<file path="src/rtl/chaos_lfsr_mixer.sv">
// Keystream generator: a 16-bit Fibonacci LFSR that periodically folds in a
// chaotic-map sample, with a valid/ready handshake on the keystream output.
module chaos_lfsr_mixer (
    input  logic        clk,
    input  logic        reset,
    input  logic        start,
    input  logic        stop,
    input  logic [15:0] lfsr_seed,
    input  logic [7:0]  reseed_period,
    input  logic [15:0] chaos_in,
    input  logic        chaos_valid,
    output logic        chaos_ready,
    output logic [15:0] key_out,
    output logic        key_valid,
    input  logic        key_ready,
    output logic        busy
);

    typedef enum logic [1:0] {
        IDLE = 2'd0,
        LOAD = 2'd1,
        RUN  = 2'd2,
        MIX  = 2'd3
    } state_t;

    // Substituted whenever a seed or a mix would leave the LFSR in its lock-up state.
    localparam logic [15:0] SAFE_SEED = 16'hACE1;

    state_t      state;
    state_t      state_next;
    logic [15:0] lfsr;
    logic [7:0]  cnt;
    logic [15:0] lfsr_stepped;
    logic [15:0] lfsr_mixed;
    logic        adv;
    logic        period_hit;

    always_comb begin
        lfsr_stepped = {lfsr[14:0], lfsr[15] ^ lfsr[13] ^ lfsr[12] ^ lfsr[10]};
        lfsr_mixed   = lfsr ^ chaos_in;
        adv          = (state == RUN) && (!key_valid || key_ready);
        period_hit   = (reseed_period != 8'd0) && (cnt == reseed_period - 8'd1);
    end

    always_comb begin
        state_next = state;
        case (state)
            IDLE: if (start) state_next = LOAD;
            LOAD: state_next = RUN;
            RUN:  if (adv && period_hit) state_next = MIX;
            MIX:  if (chaos_valid) state_next = RUN;
            default: state_next = IDLE;
        endcase
        if (stop) state_next = IDLE;
    end

    always_ff @(posedge clk) begin
        if (reset) state <= IDLE;
        else       state <= state_next;
    end

    // Stop only retires the pending word; the LFSR keeps its value until the next LOAD.
    always_ff @(posedge clk) begin
        if (reset) begin
            lfsr      <= 16'd0;
            cnt       <= 8'd0;
            key_out   <= 16'd0;
            key_valid <= 1'b0;
        end else if (stop) begin
            key_valid <= 1'b0;
        end else begin
            case (state)
                LOAD: begin
                    lfsr <= (lfsr_seed == 16'd0) ? SAFE_SEED : lfsr_seed;
                    cnt  <= 8'd0;
                end
                RUN: begin
                    if (adv) begin
                        lfsr      <= lfsr_stepped;
                        key_out   <= lfsr_stepped;
                        key_valid <= 1'b1;
                        cnt       <= cnt + 8'd1;
                    end
                end
                MIX: begin
                    if (key_ready) key_valid <= 1'b0;
                    if (chaos_valid) begin
                        lfsr <= (lfsr_mixed == 16'd0) ? SAFE_SEED : lfsr_mixed;
                        cnt  <= 8'd0;
                    end
                end
                default: ;
            endcase
        end
    end

    assign chaos_ready = (state == MIX);
    assign busy        = (state != IDLE);

endmodule
</file>
<file path="config.mk">
export PLATFORM = sky130hd
export DESIGN_NAME = chaos_lfsr_mixer
export DESIGN_NICKNAME = d
export VERILOG_FILES = /design/src/rtl/chaos_lfsr_mixer.sv
export SDC_FILE = /design/constraint.sdc
export NUM_CORES = 1
export LEC_CHECK = 0
export BUFFER_PORTS_ARGS = -buffer_cell sky130_fd_sc_hd__buf_2
export CORE_MARGIN = 2
export CORE_UTILIZATION = 45
export CTS_CLUSTER_SIZE = 8
export DETAILED_ROUTE_END_ITERATION = 10
export PLACE_DENSITY = 0.7
export SETUP_SLACK_MARGIN = 0.05
export SLEW_MARGIN = 40
export SYNTH_ARGS = -nofsm -noshare
export SYNTH_HDL_FRONTEND = slang
export SYNTH_SLANG_ARGS = --single-unit
</file>
<file path="constraint.sdc">
create_clock -name clk -period 3.6 [get_ports clk]
set_input_delay 0 -clock clk [delete_from_list [all_inputs] [get_ports clk]]
set_output_delay 0 -clock clk [all_outputs]
set_load 0.02 [all_outputs]
</file>
==> impl_metrics.tcl, run 1 <==
set metrics [dict create \
    status "completed" \
    wire_per_inst_um 14.8 \
    cts_root_buffer "clkbuf_8" \
    antenna_found_initial 0 \
    gp_congestion 0.881 \
    grt_max_degree 39 \
    yosys-top-cells-count "dfxtp_1, nor2_1, nand2_1, o21ai_0, xor2_1" \
    hpwlAfterDp_um 4740 \
    setup_tns_ns 0 \
    cts_buffer_depth 2 \
    synthesis.instances 314 \
    viasPerCell 5.66 \
    cp-end-kind "flip-flop" \
    path_clk_slew_ns 0.09 \
    synth_most_common_cell "dfxtp_1" \
    finalHoldViolCount 0 \
    drt-initial-drc-count 181 \
    syn_nets 363 \
    power_density_mw_per_mm2 339 \
    area_delta_synth_final_pct 19.2 \
    postLayoutCoreUtil_pct 55.0 \
    final_nets 420 \
    p_leak_nw 1.14 \
    synthTopCellsByArea "dfxtp_1, xor2_1, mux2i_1, nor2_1, xnor2_1" \
    yosysTopAreaCell "dfxtp_1" \
    drive_above_1_share_pct 22.3 \
    fin_cells 444 \
    rows 27 \
    fin_skew_ns 0.0100 \
    io_pins 65 \
    final_area_sq_mm 0.00301 \
    grt_usage_pct 22.0 \
    initial_core_util_pct 46.1 \
    worst-endpoint-required_ns 3.76 \
    syn_area_sq_mm 0.00252 \
    max_freq_mhz 460 \
    yosysSeqAreaShare_pct 34.1 \
    synth_edf_count 0 \
    dp.cells 435 \
    synthDistinctLibCells 41 \
    vdd_drop_max_uv 181 \
    grt_first_pass_wirelength_um 10900 \
    dr_total_vias 2511 \
    yosysWarningCount 0 \
    async_flop_share_pct 0 \
    cp.arrival_ns 2.34 \
    cts_resized 0 \
    die_h_um 78.9 \
    crit_path_max_fanout 31 \
    clock_sinks 43 \
    clk_latency_ns 0.30 \
    power_mw 1.02 \
    n_antenna_cell 0 \
    syn_area_per_cell_sq_um 8.04 \
    ys_ff_latch 43 \
    fill_cells 545 \
    rsz0062_at_grt "no" \
    portBuffers 64 \
    htree_levels 2 \
    grt_pass1_vias 2295 \
    max_cap_violations 0 \
    cts_tree "built" \
    timing_worst_setup_path_type "flip-flop to flip-flop" \
    ys.flop_type "dfxtp_1" \
    finalSetupViolations 0 \
    worst_slew_pin_slew_ns 0.747 \
    wl_um 6580 \
    grt_overflow 0 \
    dieArea_sq_mm 0.00622 \
    yosysTopAreaCellShare_pct 34.1 \
    die_w_um 78.9 \
    place_area_sq_mm 0.00288 \
    cts_buffers 5 \
    hold_path_class "input port to flip-flop" \
    drc 0 \
    core_sq_mm 0.00547 \
    post-route-period-util_pct 60.4 \
    cts_hold_buf 1 \
    drtPass1Iterations 7 \
    slew_viol_final 0 \
    fin_crit_ns 2.18 \
    relSlewSlack_pct 50.2 \
    critPathLaunchType "flip-flop" \
    postCtsSetupBuffers 0 \
    antenna_left 0 \
]
==> critical path, stage by stage, from the launching register on <==
cell	delay, ns
dfxtp_1	0.32
buf_4	0.27
and2b_2	0.26
a22oi_2	0.09
or2_1	0.39
a21oi_1	0.53
a311oi_1	0.17
==> where the power goes <==
group	leakage [nW]	total [mW]	switching (mW)	internal, mW
combinational	0.735	0.135	0.0774	0.0581
sequential	0.347	0.494	0.0107	0.483
clock	0.0548	0.390	0.181	0.209
==> state kept, by name, indices dropped and copies added, names as in the netlist <==
register   flops
key_valid      1
key_out       16
cnt            8
lfsr          16
state          2
==> final timing paths <==
| check | cells after the start | end | start | slack (ns) |
|---|---|---|---|---|
| setup / recovery | 6 | lfsr[11] | state[1] | 1.42 |
| hold / removal | 3 | lfsr[12] | lfsr_seed[12] | 0.02 |
| setup reg to reg | 6 | lfsr[11] | state[1] | 1.42 |
| hold reg to reg | 2 | key_out[15] | key_out[15] | 0.49 |
==> cell usage in the layout (no fill, tap or decap), types with 2 or more instances in the layout <==
master    Yosys  layout
clkbuf_8      0       5
inv_1        13      13
a211oi_1      2       2
nor3_1        3       3
a21oi_1      10      10
xor2_1       19      19
or3_1         5       5
o21ai_0      22      22
nand3_1      13      13
buf_2         3      64
and2_1        2       2
nor4_1       10      10
dfxtp_1      43      43
buf_4         1       3
a31oi_1       6       6
nand4_1       3       3
nand3b_1     10      10
or2_2         3       3
xnor2_1      14      14
o211ai_1      8       8
a41o_1        2       2
a311oi_1     11      11
mux2i_1      15      15
nand2b_1      5       5
nand2_1      25      25
nor2_1       35      35
ha_1          3       3
==> layout make-up <==
class	count	area (sq um)	area share, %
multi-input combinational	239	1540	51.1
sequential	43	861	28.6
timing repair buffer	68	353	11.7
tap	72	90.1	3.00
clock buffer	5	68.8	2.29
inverter	14	52.6	1.75
clock inverter	3	46.3	1.54
==> through the flow <==
stage	setup WS, ns	hold WS [ns]
final	1.42	0.0184
after global routing	1.30	0.0335
after global placement	1.48	0.289
after detailed placement	1.49	0.291
after floorplan	2.10	0.0793
after CTS	1.46	0.0117
==> routing by layer <==
layer | vias to the layer above | wire [um] | GRT usage [%]
met2 | 92 | 2990 | 34.4
li1 | 1234 | - | -
met5 | - | 0 | 0
met3 | 13 | 415 | 3.86
met1 | 1172 | 3020 | 30.3
met4 | 0 | 146 | 8.62
==> cells by family after synthesis <==
group | synth area share (%)
fa+ha+maj | 1.49
xor+xnor | 11.5
buf+inv | 5.06
mux | 5.95
flops | 34.1
simple gates | 25.1
compound gates | 16.8
No activity file was read; power rests on OpenSTA's default activity.
==> run 2, diff against run 1 <==
- PLACE_DENSITY: 0.7 -> 0.72
- clock period: 3.6 -> 1.8 ns (I/O delays scaled with it)
==> impl_metrics.tcl, run 2 (synthesis results as in run 1) <==
set metrics [dict create \
    dp.cells 444 \
    finalSetupViolations 0 \
    worst_slew_pin_slew_ns 0.413 \
    portBuffers 64 \
    drtPass1Iterations 4 \
    gp_congestion 0.830 \
    relSlewSlack_pct 72.4 \
    drc 0 \
    cp_slowest_cell "dfxtp_1" \
    cp.arrival_ns 1.84 \
    post-route-period-util_pct 91.0 \
    viasPerCell 5.55 \
    setup_tns_ns 0 \
    antenna_found_initial 0 \
    endpoint "lfsr[11]" \
    power_density_mw_per_mm2 631 \
    reg2reg_from "lfsr[11]" \
    crit_family "simple AND/OR/NAND/NOR gates" \
    fin_skew_ns 0.00482 \
    clk_latency_ns 0.29 \
    dieArea_sq_mm 0.00622 \
    dr_total_vias 2526 \
    finalHoldViolCount 0 \
    worst-endpoint-required_ns 2.00 \
    cts_buffer_depth 2 \
    area_delta_synth_final_pct 22.5 \
    timing_worst_setup_path_type "flip-flop to flip-flop" \
    path_clk_slew_ns 0.08 \
    largestRegisters "key_out: 16 flops, lfsr: 16 flops, cnt: 8 flops" \
    initial_core_util_pct 46.1 \
    wl_um 6780 \
    drive_above_1_share_pct 24.5 \
    fin_crit_ns 1.64 \
    die_h_um 78.9 \
    wire_per_inst_um 14.9 \
    hold_path_class "input port to flip-flop" \
    mostFrequentLayoutCells "buf_2, dfxtp_1, nor2_1" \
    antenna_left 0 \
    critPathBufInv 0 \
    reg2reg_slack_ns 0.16 \
    grt_overflow 0 \
    worstReg2RegEnd "lfsr[11]" \
    critPathMaxStageDelay_ns 0.36 \
    worst_hold_slack_ns 0.0302 \
    core_sq_mm 0.00547 \
    hpwlAfterDp_um 4830 \
    met3_length_um 482 \
    cts_root_buffer "clkbuf_8" \
    reg2reg_depth 5 \
    p_leak_nw 1.19 \
    worstPathCellList "xor2_1, nor4_1, and4_1, a21oi_2, a311oi_1" \
    io_pins 65 \
    final_common_cell "buf_2" \
    fill_cells 536 \
    grt_pass1_vias 2359 \
    crit_path_max_fanout 7 \
    vdd_drop_max_uv 411 \
    htree_levels 2 \
    cts_tree "built" \
    path_depth 5 \
    finalWorstSetupSlack_ns 0.163 \
    max_freq_mhz 611 \
    rsz0062_at_grt "no" \
    met1Wirelength_um 3010 \
    grt_first_pass_wirelength_um 11200 \
    final_nets 431 \
    grt_usage_pct 22.6 \
    crit_start "lfsr[11]" \
    slew_viol_final 0 \
    wl_met2_um 3220 \
    max_cap_violations 0 \
    grt_max_degree 38 \
    pre_cts_ws_ns 0.0863 \
    cts_buffers 5 \
    n_antenna_cell 0 \
    clock_sinks 43 \
    drt-initial-drc-count 209 \
    rows 27 \
    cp-end-kind "flip-flop" \
    maxUsedRoutingLayer "met4" \
    status "completed" \
    fin_cells 455 \
    die_w_um 78.9 \
    critPathLaunchType "flip-flop" \
    postLayoutCoreUtil_pct 56.5 \
]
-- run 2: changes by cell type in the layout (fill, tap and decap cells not counted), sizes merged --
cell and delta:
inv -1, bufinv -1, clkbuf +3, clkinvlp -1
buf +11
-- run 2: layout make-up --
type / count / area, sq um / area share, %
Clock buffer: 8 / 100 / 3.24
Inverter: 14 / 52.6 / 1.70
Tap cell: 72 / 90.1 / 2.91
Multi-Input combinational cell: 239 / 1540 / 49.8
Timing Repair Buffer: 79 / 448 / 14.5
Sequential cell: 43 / 862 / 27.9
-- run 2: worst reg2reg max path: cells and delay by family (launching register included) --
family | cells | cell delay (ns)
AO/OA/AOI/OAI | 2 | 0.39
flip-flops | 1 | 0.36
AND/OR/NAND/NOR | 2 | 0.61
XOR/XNOR | 1 | 0.19
-- run 2: worst min-delay path by stage --
stage                 start   endpoint  slack, ns  cells past startpoint
2_1_floorplan          stop  key_valid       0.08                      1
3_3_place_gp           stop  key_valid       0.28                      2
3_5_place_dp           stop  key_valid       0.28                      2
4_1_cts        lfsr_seed[1]    lfsr[1]       0.02                      3
5_1_grt        lfsr_seed[1]    lfsr[1]       0.01                      3
6_report       lfsr_seed[1]    lfsr[1]       0.03                      3
-- run 2: timing repair --
action,in CTS,in global routing
buffers inserted,0,2
gates resized for setup,0,2
endpoints found under the setup margin,0,11
hold buffers,1,0
hold endpoints to repair,2,0
-- run 2: stage by stage --
| stage | total power [mW] | cell area, sq um |
|---|---|---|
| after floorplan | 1.16 | 2520 |
| after global routing | 2.02 | 3090 |
| after detailed placement | 1.29 | 2960 |
| after global placement | 1.28 | 2960 |
| final | 1.95 | 3090 |
| after CTS | 1.96 | 3070 |
-- run 2: metal layers --
layer  up-vias  track usage [%]
li1       1256                -
met1      1174             29.9
met2        92             37.8
met3         4             2.95
met4         0             8.28
met5         -                0
-- run 2: power by group --
group | switching, mW | total, mW | internal [mW]
logic | 0.163 | 0.289 | 0.126
clock network | 0.328 | 0.678 | 0.351
registers | 0.0169 | 0.984 | 0.967
